===== src/rtl/da_inner_product_pkg.sv =====
// Shared types and sizing for the distributed-arithmetic inner-product engine.
// Consumers size their result buses with da_ow() so they match dout.
package da_inner_product_pkg;

  typedef enum logic [1:0] {
    ST_IDLE = 2'd0,
    ST_RUN  = 2'd1,
    ST_DONE = 2'd2
  } da_state_e;

  // Result width: product width plus growth for summing k terms.
  function automatic int da_ow(input int w, input int cw, input int k);
    return w + cw + $clog2(k);
  endfunction

endpackage


===== src/rtl/da_inner_product_shift_reg.sv =====
// Parallel-load, LSB-first serial-out shift register with shift enable.
module shift_reg #(
  parameter int W = 5
) (
  input  logic         clk,
  input  logic         rstn,
  input  logic         pl,
  input  logic         en,
  input  logic [W-1:0] d,
  output logic         so
);

  logic [W-1:0] q;

  always_ff @(posedge clk or negedge rstn) begin
    if (!rstn)   q <= '0;
    else if (pl) q <= d;
    else if (en) q <= q >> 1;
  end

  assign so = q[0];

endmodule


===== src/rtl/da_inner_product.sv =====
// Bit-serial DA inner product: y = sum(c_i * x_i), one x bit-slice per enabled
// cycle, LSB first, with valid/ready on both sides and a stall input.
module da_inner_product
  import da_inner_product_pkg::*;
#(
  parameter int W      = 5,
  parameter int K      = 4,
  parameter int CW     = 4,
  parameter int SIGNED = 0,
  localparam int OW    = da_ow(W, CW, K)
) (
  input  logic            clk,
  input  logic            rstn,
  input  logic            enable,
  input  logic            in_valid,
  output logic            in_ready,
  input  logic [W*K-1:0]  din,
  input  logic [CW*K-1:0] coef,
  output logic            out_valid,
  input  logic            out_ready,
  output logic [OW-1:0]   dout,
  output logic            busy
);

  localparam int BW = (W > 1) ? $clog2(W) : 1;
  localparam int NL = 1 << K;

  da_state_e state, state_nxt;
  logic                 accept, step, last;
  logic [BW-1:0]        bcnt;
  logic [OW-1:0]        acc, acc_nxt, term;
  logic [K-1:0]         addr;
  logic [K-1:0][CW-1:0] coef_q;
  logic [OW-1:0]        lut [NL];

  assign in_ready  = (state == ST_IDLE) || (state == ST_DONE && out_ready);
  assign accept    = in_valid && in_ready;
  assign step      = (state == ST_RUN) && enable;
  assign last      = (bcnt == BW'(W - 1));
  assign out_valid = (state == ST_DONE);
  assign busy      = (state == ST_RUN);

  for (genvar g = 0; g < K; g++) begin : g_sr
    shift_reg #(.W(W)) u_sr (
      .clk  (clk),
      .rstn (rstn),
      .pl   (accept),
      .en   (step),
      .d    (din[g*W +: W]),
      .so   (addr[g])
    );
  end

  function automatic logic [OW-1:0] ext(input logic [CW-1:0] c);
    if (SIGNED != 0) return {{(OW-CW){c[CW-1]}}, c};
    else             return {{(OW-CW){1'b0}}, c};
  endfunction

  // Every subset sum of the latched coefficients, indexed by the bit-slice.
  always_comb begin
    for (int a = 0; a < NL; a++) begin
      lut[a] = '0;
      for (int i = 0; i < K; i++)
        if (a[i]) lut[a] = lut[a] + ext(coef_q[i]);
    end
  end

  // The MSB slice carries negative weight in two's complement.
  assign term    = lut[addr] << bcnt;
  assign acc_nxt = (SIGNED != 0 && last) ? acc - term : acc + term;

  always_ff @(posedge clk or negedge rstn) begin
    if (!rstn) state <= ST_IDLE;
    else       state <= state_nxt;
  end

  always_comb begin
    state_nxt = state;
    case (state)
      ST_IDLE: if (accept) state_nxt = ST_RUN;
      ST_RUN:  if (step && last) state_nxt = ST_DONE;
      ST_DONE: begin
        if (accept)         state_nxt = ST_RUN;
        else if (out_ready) state_nxt = ST_IDLE;
      end
      default: state_nxt = ST_IDLE;
    endcase
  end

  always_ff @(posedge clk or negedge rstn) begin
    if (!rstn) begin
      acc    <= '0;
      bcnt   <= '0;
      dout   <= '0;
      coef_q <= '0;
    end else if (accept) begin
      coef_q <= coef;
      acc    <= '0;
      bcnt   <= '0;
    end else if (step) begin
      acc  <= acc_nxt;
      bcnt <= bcnt + 1'b1;
      if (last) dout <= acc_nxt;
    end
  end

endmodule


===== config.mk =====
export PLATFORM = sky130hd
export DESIGN_NAME = da_inner_product
export DESIGN_NICKNAME = d
export VERILOG_FILES = /design/src/rtl/da_inner_product_pkg.sv /design/src/rtl/da_inner_product_shift_reg.sv /design/src/rtl/da_inner_product.sv
export SDC_FILE = /design/constraint.sdc
export NUM_CORES = 1
export LEC_CHECK = 0
export ABC_AREA = 1
export CORE_MARGIN = 8
export CORE_UTILIZATION = 53
export DETAILED_ROUTE_END_ITERATION = 6
export PLACE_DENSITY = 0.84
export SLEW_MARGIN = 20
export SYNTH_ARGS = -nofsm -noshare
export SYNTH_HDL_FRONTEND = slang
export SYNTH_HIERARCHICAL = 1
export SYNTH_SLANG_ARGS = --single-unit

===== constraint.sdc =====
create_clock -name clk -period 4.7 [get_ports clk]
set_clock_uncertainty 0.2 [all_clocks]
set_input_delay 0.705 -clock clk [delete_from_list [all_inputs] [get_ports clk]]
set_output_delay 0.705 -clock clk [all_outputs]
set_load 0.02 [all_outputs]

Word level (Yosys, flattened, before mapping)
Index checks and enable logic that the tools add are counted.
- memories kept: 0
- bits in writable memories: 0
- memory bits (read-only): 0
- bits in latches: 0
- bits of input ports: 41
- output and inout port bits: 14
- register bits after elaboration: 63
- word-level logic and storage cells: 64
- bitwise operators: 2
- $add $sub $neg: 13
- $mul: 0
- divide/modulo/power cells: 0
- reduce and logical (&&, ||, !) cells: 9
- shift-type cells: 1
- $lt $le $gt $ge: 1
- muxes and demuxes: 20
- equality and inequality tests: 6
- operators with widths (operator ; number):
    $bmux W11 S4 ; 1
    $mux W11 ; 4
    $mux W5 ; 8
    $add A4 B4 Y5 ; 6
    $add A5 B4 Y6 ; 3
    $add A11 B11 Y11 ; 1
    $add A11 B4 Y11 ; 1
    $shl A11 B3 Y11 ; 1
    $mux W2 ; 4
    $add A6 B4 Y7 ; 1
    $mux W3 ; 2
    $pmux W2 S3 ; 1
    $reduce_and A3 Y1 ; 2
    $ge A5 B5 Y1 const B ; 1
    $not A4 Y5 ; 1
    $logic_and A1 B1 Y1 ; 4
    $add A3 B1 Y3 const B ; 1
    $eq A3 B3 Y1 const B ; 1
    $ne A3 B1 Y1 const B ; 1
    $eq A2 B1 Y1 const B ; 1
    $eq A2 B2 Y1 const B ; 1
    $logic_not A2 Y1 ; 1
    $ne A2 B1 Y1 const B ; 1
    $ne A2 B2 Y1 const B ; 1
    other kinds (3) ; 3

Logic depth before layout (Yosys ltp)
- word-level depth: 10
- depth in mapped cells: 35
- mapped depth without buffers: 35

Cells and area by module
Netlist, hierarchy kept.
- modules (own cells, without submodules) (module ; cells an instance ; sequential area each (sq um) ; times used ; area an instance (sq um)):
    da_inner_product ; 678 ; 1076.0 ; 1 ; 4710.8
    shift_reg ; 26 ; 125.1 ; 4 ; 221.5

Worst setup path before layout
OpenSTA, ideal clock, no wires.
- path type: flip-flop to flip-flop
- start point: register coef_q[0] (netlist name)
- end point: register acc[9]
- cell stages (with the launch flop): 29
- arrival: 4357 ps
- setup time: 119 ps
- data required time: 4381 ps
- clock period less this slack: 4676 ps
- path buffers: 0
- setup slack: 24 ps
- path through: dfrtp_1 -> ha_1 -> fa_1 -> fa_1 -> inv_1 -> fa_1 -> xor2_1 -> o211ai_1 -> nand3_1 -> nand3_1 -> nand2_1 -> nor2_1 -> a31oi_1 -> nand2_1 -> nand2_1 -> nor2_1 -> ha_1 -> nand3_1 -> nand2_1 -> a21oi_1 -> o21bai_2 -> nand3_1 -> nand2_1 -> nand2_1 -> nand2_1 -> a21oi_1 -> or2_1 -> nand3_1 -> nand2_1
- cells in the longest elaborated chain, start to end: 10
- elaborated cells between the ends (all ways): 14
- classes of those cells: 8 x add/sub; 1 x shift; 5 x mux
- RTL lines (item ; line ; source):
    from (decl) ; da_inner_product.sv:33 ; logic [K-1:0][CW-1:0] coef_q;
    from (signal assigned) ; da_inner_product.sv:97 ; coef_q <= coef;
    $add A4 B4 Y5 ; da_inner_product.sv:64 ; if (a[i]) lut[a] = lut[a] + ext(coef_q[i]);
    $add A5 B4 Y6 ; da_inner_product.sv:64 ;
    $add A6 B4 Y7 ; da_inner_product.sv:64 ;
    $bmux W11 S4 * ; da_inner_product.sv:69 ; assign term = lut[addr] << bcnt;
    $mux W11 (not written as such) * (2 in series) ; da_inner_product.sv:69 ;
    $shl A11 B3 Y11 * ; da_inner_product.sv:69 ;
    $add A11 B11 Y11 * ; da_inner_product.sv:70 ; assign acc_nxt = (SIGNED != 0 && last) ? acc - term : acc + term;
    $mux W11 * ; da_inner_product.sv:100 ; end else if (step) begin
    $mux W11 * ; da_inner_product.sv:96 ; end else if (accept) begin
    to (signal assigned) ; da_inner_product.sv:101 ; acc <= acc_nxt;
    to (decl) ; da_inner_product.sv:31 ; logic [OW-1:0] acc, acc_nxt, term;
Every way passes the cells marked *; elsewhere a longest branch is shown, timed or not. The select of a mux whose other input is x is not followed.
A chain may end at the register's enable or synchronous reset.

Final worst setup path
- start point: register coef_q[4] (netlist name)
- end point: register dout[10]
- cells in the longest elaborated chain, start to end: 8
- elaborated cells between the ends (all ways): 12
- classes of those cells: 8 x add/sub; 1 x shift; 3 x mux
- RTL lines (item ; line ; source):
    $add A4 B4 Y5 ; da_inner_product.sv:64 ;
    $add A5 B4 Y6 ; da_inner_product.sv:64 ;
    $add A6 B4 Y7 ; da_inner_product.sv:64 ;
    $bmux W11 S4 * ; da_inner_product.sv:69 ;
    $mux W11 (not written as such) * (2 in series) ; da_inner_product.sv:69 ;
    $shl A11 B3 Y11 * ; da_inner_product.sv:69 ;
    $add A11 B11 Y11 * ; da_inner_product.sv:70 ;
    to (signal assigned) ; da_inner_product.sv:103 ; if (last) dout <= acc_nxt;
    to (decl) ; da_inner_product.sv:21 ; output logic [OW-1:0] dout,
Marked as above.

==> key figures <==
Placed design
  – HPWL after DPL: about 11 mm
  – IO buf count: 54
  – Post-Place Cell Area: roughly 6500 µm²
  – GP Congestion: 0.919

Yosys
  – Net count after synthesis: around 890
  – Asr flop ratio synth: between 90% and 100%
  – Mean Syn Cell Area: 7.16 µm²
  – Distinct cell type count after synthesis: 39
  – Gate Count Post-Synth: 782
  – Yosys warns: 6
  – Synth Cell Area: roughly 5600 µm²
  – Post-synth EDFFs: 0
  – FF+latch count, synth: 63
  – Ys flop type: dfrtp_1
  – Post-synthesis sequential area ratio: between 20% and 30%

Floorplanning
  – Initial Utilization: 54.5%
  – Core footprint: 10300 µm²
  – # IOs: between 50 and 60
  – Rows: 37
  – Die area: 14100 µm²
  – Chip Width: 119 µm
  – Die Y: 119 µm

Worst setup path
  – Critical path peak fanout: 4
  – Worst setup SP type: flip-flop
  – Most frequent CP cell: nand2_1
  – R2r startpoint: coef_q[4]$_DFFE_PN0P_
  – CP top delay family: simple AND/OR/NAND/NOR gates
  – Critical R2R Capture: dout[10]$_DFFE_PN0P_
  – Critical path required time: approximately 4.7 ns
  – Critical Path End Type: flip-flop
  – Worst R2R Setup Slack: -0.45 ns
  – Critical path data arrival time: 5.18 ns
  – Max incr delay on CP: slightly above 0.4 ns
  – Crit path kind: flip-flop to flip-flop
  – Buf+Inv Stages, Crit Path: 6
  – Reg2Reg Depth: 31
  – Cell at the slowest stage of the critical path: dfrtp_1

STA
  – RSZ-0062 raised after global routing: true
  – Setup-failing EPs final: 15
  – Max-slew violation count: 0
  – Hold Violations, Final: 0
  – Slew HR: 44.2%
  – Setup WS post-layout: -0.449 ns
  – Period minus WS final: a little over 5 ns
  – Least-Margin Pin Slew: about 0.8 ns
  – Peak Freq: 194 MHz
  – Tcrit/Tclk final: 110%

Status
  – Outcome: finished with violations
  – Failing checks: negative setup slack

GRT
  – Overall Global Routing Usage: 23.5%
  – Pin count of the biggest net entering global routing: 39
  – First-pass GRT wire length: 27.4 mm
  – Overflow after GRT: 0
  – Initial antenna violation count: 0
  – Via count of the first global-routing pass: just under 6000

Clock network
  – H-tree Lvls: 3
  – Count of clock tree sinks: 63
  – CTS Buffer Depth: 2
  – CTS tree: yes
  – Clock Latency Late Sink: 0.35 ns
  – CTS root buffer: clkbuf_8
  – CTS buffer count: 9
  – Clk slew on worst S/H paths: 0.07 ns

Finish
  – Final nets: approximately 1000
  – # diodes: 0
  – Finished Cell Area: between 7000 and 8000 µm²
  – Fillers: 693
  – Share of layout cells above drive strength 1: 21.0%
  – Area grow syn2layout: 32.1%

Detailed routing
  – Iteration-0 DRC Markers: ~730
  – Vias: 6201
  – First-pass DRT Iterations: 6
  – DR vias/cell: 6.01
  – # DRC: 0
  – WL/cell: 17.8 µm
  – DRT antenna net count: 0
  – Final WL: 18.4 mm

Min path
  – Min-delay worst type: primary input to async pin

Flow run
  – Max-Cap Viols: 0
==> Yosys cell counts (7+ instances only) <==
library cell,count,area [µm²]
nand2_1,262,983
nand3_1,115,576
dfrtp_1,63,1580
ha_1,58,726
a21oi_1,55,275
inv_1,50,188
nor2_1,27,101
o21ai_0,20,100
o21ai_1,14,70.1
fa_1,12,240
xor2_1,12,105
inv_2,10,37.5
nand2_2,8,50.1
buf_2,7,35.0
clkbuf_1,7,26.3
==> cell type report <==
class	instances	area [µm²]	area share, %
inverters	63	236	3.20
flip-flops and latches	63	1580	21.3
clock inverters	5	81.3	1.10
well taps	136	170	2.30
clock buffers	11	141	1.91
multi-input cells	634	4160	56.2
repair buffers	119	1030	13.9
==> worst max path at each step <==
stage / from / endpoint / cells past startpoint / slack, ns
2_1_floorplan: coef_q[0]$_DFFE_PN0P_ / acc[9]$_DFFE_PN0P_ / 28 / 0.02
3_3_place_gp: coef_q[0]$_DFFE_PN0P_ / dout[10]$_DFFE_PN0P_ / 30 / -0.14
3_5_place_dp: coef_q[0]$_DFFE_PN0P_ / acc[10]$_DFFE_PN0P_ / 30 / -0.22
4_1_cts: coef_q[4]$_DFFE_PN0P_ / dout[9]$_DFFE_PN0P_ / 28 / -0.05
5_1_grt: coef_q[4]$_DFFE_PN0P_ / dout[10]$_DFFE_PN0P_ / 23 / -0.64
6_report: coef_q[4]$_DFFE_PN0P_ / dout[10]$_DFFE_PN0P_ / 31 / -0.45
==> metrics by stage <==
stage	instances	TNS, ns	hold WS (ns)	util (%)	setup slack, ns
after floorplan	782	0	0.209	-	0.0244
after global placement	998	-0.849	0.257	63.6	-0.139
after detailed placement	998	-1.60	0.265	63.6	-0.224
after CTS	1025	-0.124	0.233	68.7	-0.0466
after global routing	1031	-6.38	0.267	71.9	-0.641
final	1031	-3.46	0.231	71.9	-0.449
==> registers in the layout, indices dropped and copies added, names as in the netlist <==
name and cells:
dout 11, g_sr.u_sr/q 20, bcnt 3, coef_q 16, state 2, acc 11
==> worst reg2reg max path: cells and delay by family, from the launching register on <==
kind	cells	cell delay (ns)
XOR/XNOR	2	0.36
AND/OR/NAND/NOR	15	1.55
flip-flops	1	0.41
adder cells (fa/ha/maj)	5	1.49
buffers and inverters	6	0.57
AO/OA/AOI/OAI	3	0.45
==> per-layer routing <==
metal / up-vias / track usage, % / routed length, µm
li1: 2835 / - / -
met4: 0 / 12.6 / 900
met2: 392 / 38.7 / 8550
met5: - / 0 / 0
met3: 88 / 3.86 / 1730
met1: 2886 / 28.8 / 7180
==> logic make-up after synthesis <==
family / Yosys count / share of synthesized area, %
AO/OA/AOI/OAI: 114 / 11.6
XOR/XNOR: 14 / 2.19
adder cells (fa/ha/maj): 70 / 17.3
buffers and inverters: 85 / 6.46
flip-flops: 63 / 28.2
AND/OR/NAND/NOR: 436 / 34.3
==> cells in the final DEF (no fill, tap or decap), types with 3 or more instances in the layout <==
| master | n |
|---|---|
| a21oi_1 | 49 |
| a21oi_2 | 4 |
| a22o_1 | 6 |
| buf_4 | 63 |
| clkbuf_8 | 10 |
| clkdlybuf4s50_1 | 53 |
| clkinv_1 | 3 |
| dfrtp_1 | 63 |
| fa_1 | 7 |
| fa_2 | 5 |
| ha_1 | 44 |
| ha_4 | 13 |
| inv_1 | 46 |
| inv_2 | 14 |
| nand2_1 | 247 |
| nand2_2 | 21 |
| nand3_1 | 105 |
| nand3_2 | 14 |
| nand3b_1 | 6 |
| nand4_1 | 4 |
| nor2_1 | 20 |
| nor2_2 | 4 |
| nor2_4 | 9 |
| o211ai_1 | 6 |
| o21ai_0 | 19 |
| o21ai_1 | 7 |
| o21ai_2 | 7 |
| xor2_1 | 8 |
| xor2_4 | 3 |
==> what timing repair did <==
item                                    CTS  global route
gates resized for setup                  49            48
hold buffers                              0             0
endpoints found under the setup margin   12            16
setup buffers                            11             6
pin swaps                                36            39
Power is not shown: default switching activity piles up to over one toggle a cycle in this logic, so the estimate is an artifact.
==> RTL edit (same flow settings) <==
The 3 states of `da_state_e` get a one-hot encoding in 3 bits.
--- a/src/rtl/da_inner_product_pkg.sv
+++ b/src/rtl/da_inner_product_pkg.sv
@@ -4,6 +4,6 @@
 
-  typedef enum logic [1:0] {
-    ST_IDLE = 2'd0,
-    ST_RUN  = 2'd1,
-    ST_DONE = 2'd2
+  typedef enum logic [2:0] {
+    ST_IDLE = 3'b001,
+    ST_RUN  = 3'b010,
+    ST_DONE = 3'b100
   } da_state_e;
Behaviour: no difference found for any inputs over 4 cycles, from zero or initial values and one cycle with rstn low; so few cycles prove little.
==> RTL edit against the original RTL <==
  * The run still ends with setup timing left
  * First-iteration DRC count shrank 15%
  * Sequential cell count is 1 higher
  * Design area is 1.8% higher
  * Critical endpoint is now acc[10]
  * Critical path type unchanged
  * Routed wire length up 0.61%
  * Area after synthesis increased by 0.29%
  * Worst setup slack lost 0.094 ns
Power is left out: the tool's default activity adds up to more than one toggle a clock period on the data nets, which glitch-free logic cannot reach.
==> RTL edit: results (changes against the original RTL) <==
| Metric | Value |
|---|---|
| Syn nets | `872 (was 893)` |
| Via density | `6.03 (was 6.01)` |
| Top Registers | `g_sr.u_sr/q x20, coef_q x16 (unchanged)` |
| Worst Path Arrival | `5.29 ns (was 5.18 ns)` |
| CP delay by family, top | `simple AND/OR/NAND/NOR gates (unchanged)` |
| First-pass iteration count of the detailed router | `5 (was 6)` |
| GP Congestion | `0.943 (was 0.919)` |
| Number of global-route vias before repair | `6,139 (was 5,777)` |
| WL met2 | `8620 µm (was 8550 µm)` |
| Setup-failing EPs final | `14 (was 15)` |
| Ratio of cells with drive above 1 in the final layout | `23.2% (was 21.0%)` |
| Post-DP HPWL | `12,300 µm (was 11,300 µm)` |
| Final worst-path setup slack | `-0.543 ns (was -0.449 ns)` |
| Worst stage delay on the critical path | `0.41 ns (about the same)` |
| PortBufs | `54 (unchanged)` |
| Initial antenna violation count | `0 (unchanged)` |
| Slew margin rel. | `32.9% (was 44.2%)` |
| Ys flop type | `dfrtp_1 (unchanged)` |
| TritonCTS Buffers | `9 (unchanged)` |
| Initial DRC count | `614 (was 726)` |
| Gr usage total | `24.5% (was 23.5%)` |
| H-tree depth | `3 (unchanged)` |
| Distinct cell type count after synthesis | `47 (was 39)` |
| CP max-delay cell | `fa_2 (was dfrtp_1)` |
| Global-route wire length before repair | `28,900 µm (was 27,400 µm)` |
| Top sig layer | `met4 (unchanged)` |
| WL met3 | `1640 µm (was 1730 µm)` |
| M1 wire length | `7220 µm (was 7180 µm)` |
| Yosys warns | `6 (unchanged)` |
| Post-synth top cells | `nand2_1 (233), nand3_1 (96), dfrtp_1 (63) (was nand2_1 (262), nand3_1 (115), dfrtp_1 (63))` |
| CTS root buf | `clkbuf_8 (unchanged)` |
| Setup TNS | `-3.72 ns (was -3.46 ns)` |
| Initial Utilization | `54.4% (was 54.5%)` |
| Reg clk slew, reported paths | `0.08 ns` |
| Largest net degree at the start of global routing | `48 (was 39)` |
| Wire per inst | `18.1 µm (was 17.8 µm)` |
| Nets@finish | `991 (was 1,001)` |
| Sequential share of the synthesized area | `28.6% (was 28.2%)` |
| Area contributors post-synth | `dfrtp_1 (28%), nand2_1 (16%), ha_1 (13%) (was dfrtp_1 (28%), nand2_1 (18%), ha_1 (13%))` |
| Outcome | `finished with violations (unchanged)` |
| Diodes inserted | `0 (unchanged)` |
| CTS Buffer Depth | `2 (unchanged)` |
| Violated checks | `setup timing (unchanged)` |
==> RTL edit: cell types whose count changed after synthesis, moves of 3 or more <==
cell	unedited run	this run
nor2_1	27	30
clkbuf_1	7	4
a22o_1	6	1
nand2_1	262	233
nand3b_1	6	3
xnor2_1	2	6
nand3_1	115	96
o21ai_0	20	36
inv_2	10	7
buf_4	5	8
a31oi_1	2	6
==> RTL edit: layer usage <==
layer | vias to the layer above | GRT usage, %
li1 | 2803 | -
met1 | 2902 | 29.7
met2 | 349 | 40.3
met3 | 107 | 5.48
met4 | 0 | 12.1
met5 | - | 0
==> RTL edit: worst register-to-register path: cells and delay by family, from the launching register on <==
family	cells	cell delay, ns
AND/OR/NAND/NOR	16	1.61
flip-flops	1	0.39
XOR/XNOR	3	0.57
adder cells (fa/ha/maj)	5	1.44
buffers and inverters	6	0.62
AO/OA/AOI/OAI	2	0.32
==> RTL edit: cells by family (layout without fill, tap and decap cells) <==
group / after synthesis / count (layout) / synth area share (%)
AOI/OAI and AO/OA: 138 / 138 / 14.0
xor gates and xnor gates: 18 / 18 / 2.81
adders and majority gates: 70 / 70 / 17.2
buffers and inverters: 78 / 202 / 6.17
DFF: 64 / 64 / 28.6
and+or+nand+nor: 393 / 393 / 31.2
==> RTL edit: cell type report <==
| type | instances | area (µm²) |
|---|---|---|
| sequential | 64 | 1600 |
| timing repair buffer | 130 | 1120 |
| clock buffer | 9 | 124 |
| inverter | 56 | 210 |
| tap | 136 | 170 |
| multi-input combinational | 619 | 4180 |
| clock inverter | 7 | 125 |
| fill | 674 | 2800 |
==> RTL edit: path summary, 6_finish.rpt <==
path / to / cells after the start / slack [ns] / from
max in group asynchronous: coef_q[10] / 2 / 3.28 / rstn
setup reg to reg: acc[10] / 32 / -0.54 / coef_q[0]
setup / recovery: acc[10] / 32 / -0.54 / coef_q[0]
min in group clk: dout[2] / 2 / 0.27 / dout[2]
hold / removal: dout[5] / 1 / 0.06 / rstn
hold reg to reg: dout[2] / 2 / 0.27 / dout[2]
==> RTL edit: timing repair <==
item / in CTS / in global routing
pin swaps: 26 / 47
setup endpoints to repair: 14 / 16
gates resized for setup: 37 / 67
buffers inserted: 14 / 8
==> RTL edit: stage by stage <==
| step | cell area (µm²) | util [%] | cells | hold WS (ns) | worst slack, ns |
|---|---|---|---|---|---|
| 2_1_floorplan | 5650 | - | 761 | 0.209 | 0.00335 |
| 3_3_place_gp | 6700 | 64.9 | 994 | 0.256 | -0.318 |
| 3_5_place_dp | 6700 | 64.9 | 994 | 0.260 | -0.515 |
| 4_1_cts | 7160 | 69.4 | 1017 | 0.0673 | -0.248 |
| 5_1_grt | 7530 | 72.9 | 1021 | 0.0748 | -0.741 |
| 6_report | 7530 | 72.9 | 1021 | 0.0642 | -0.543 |
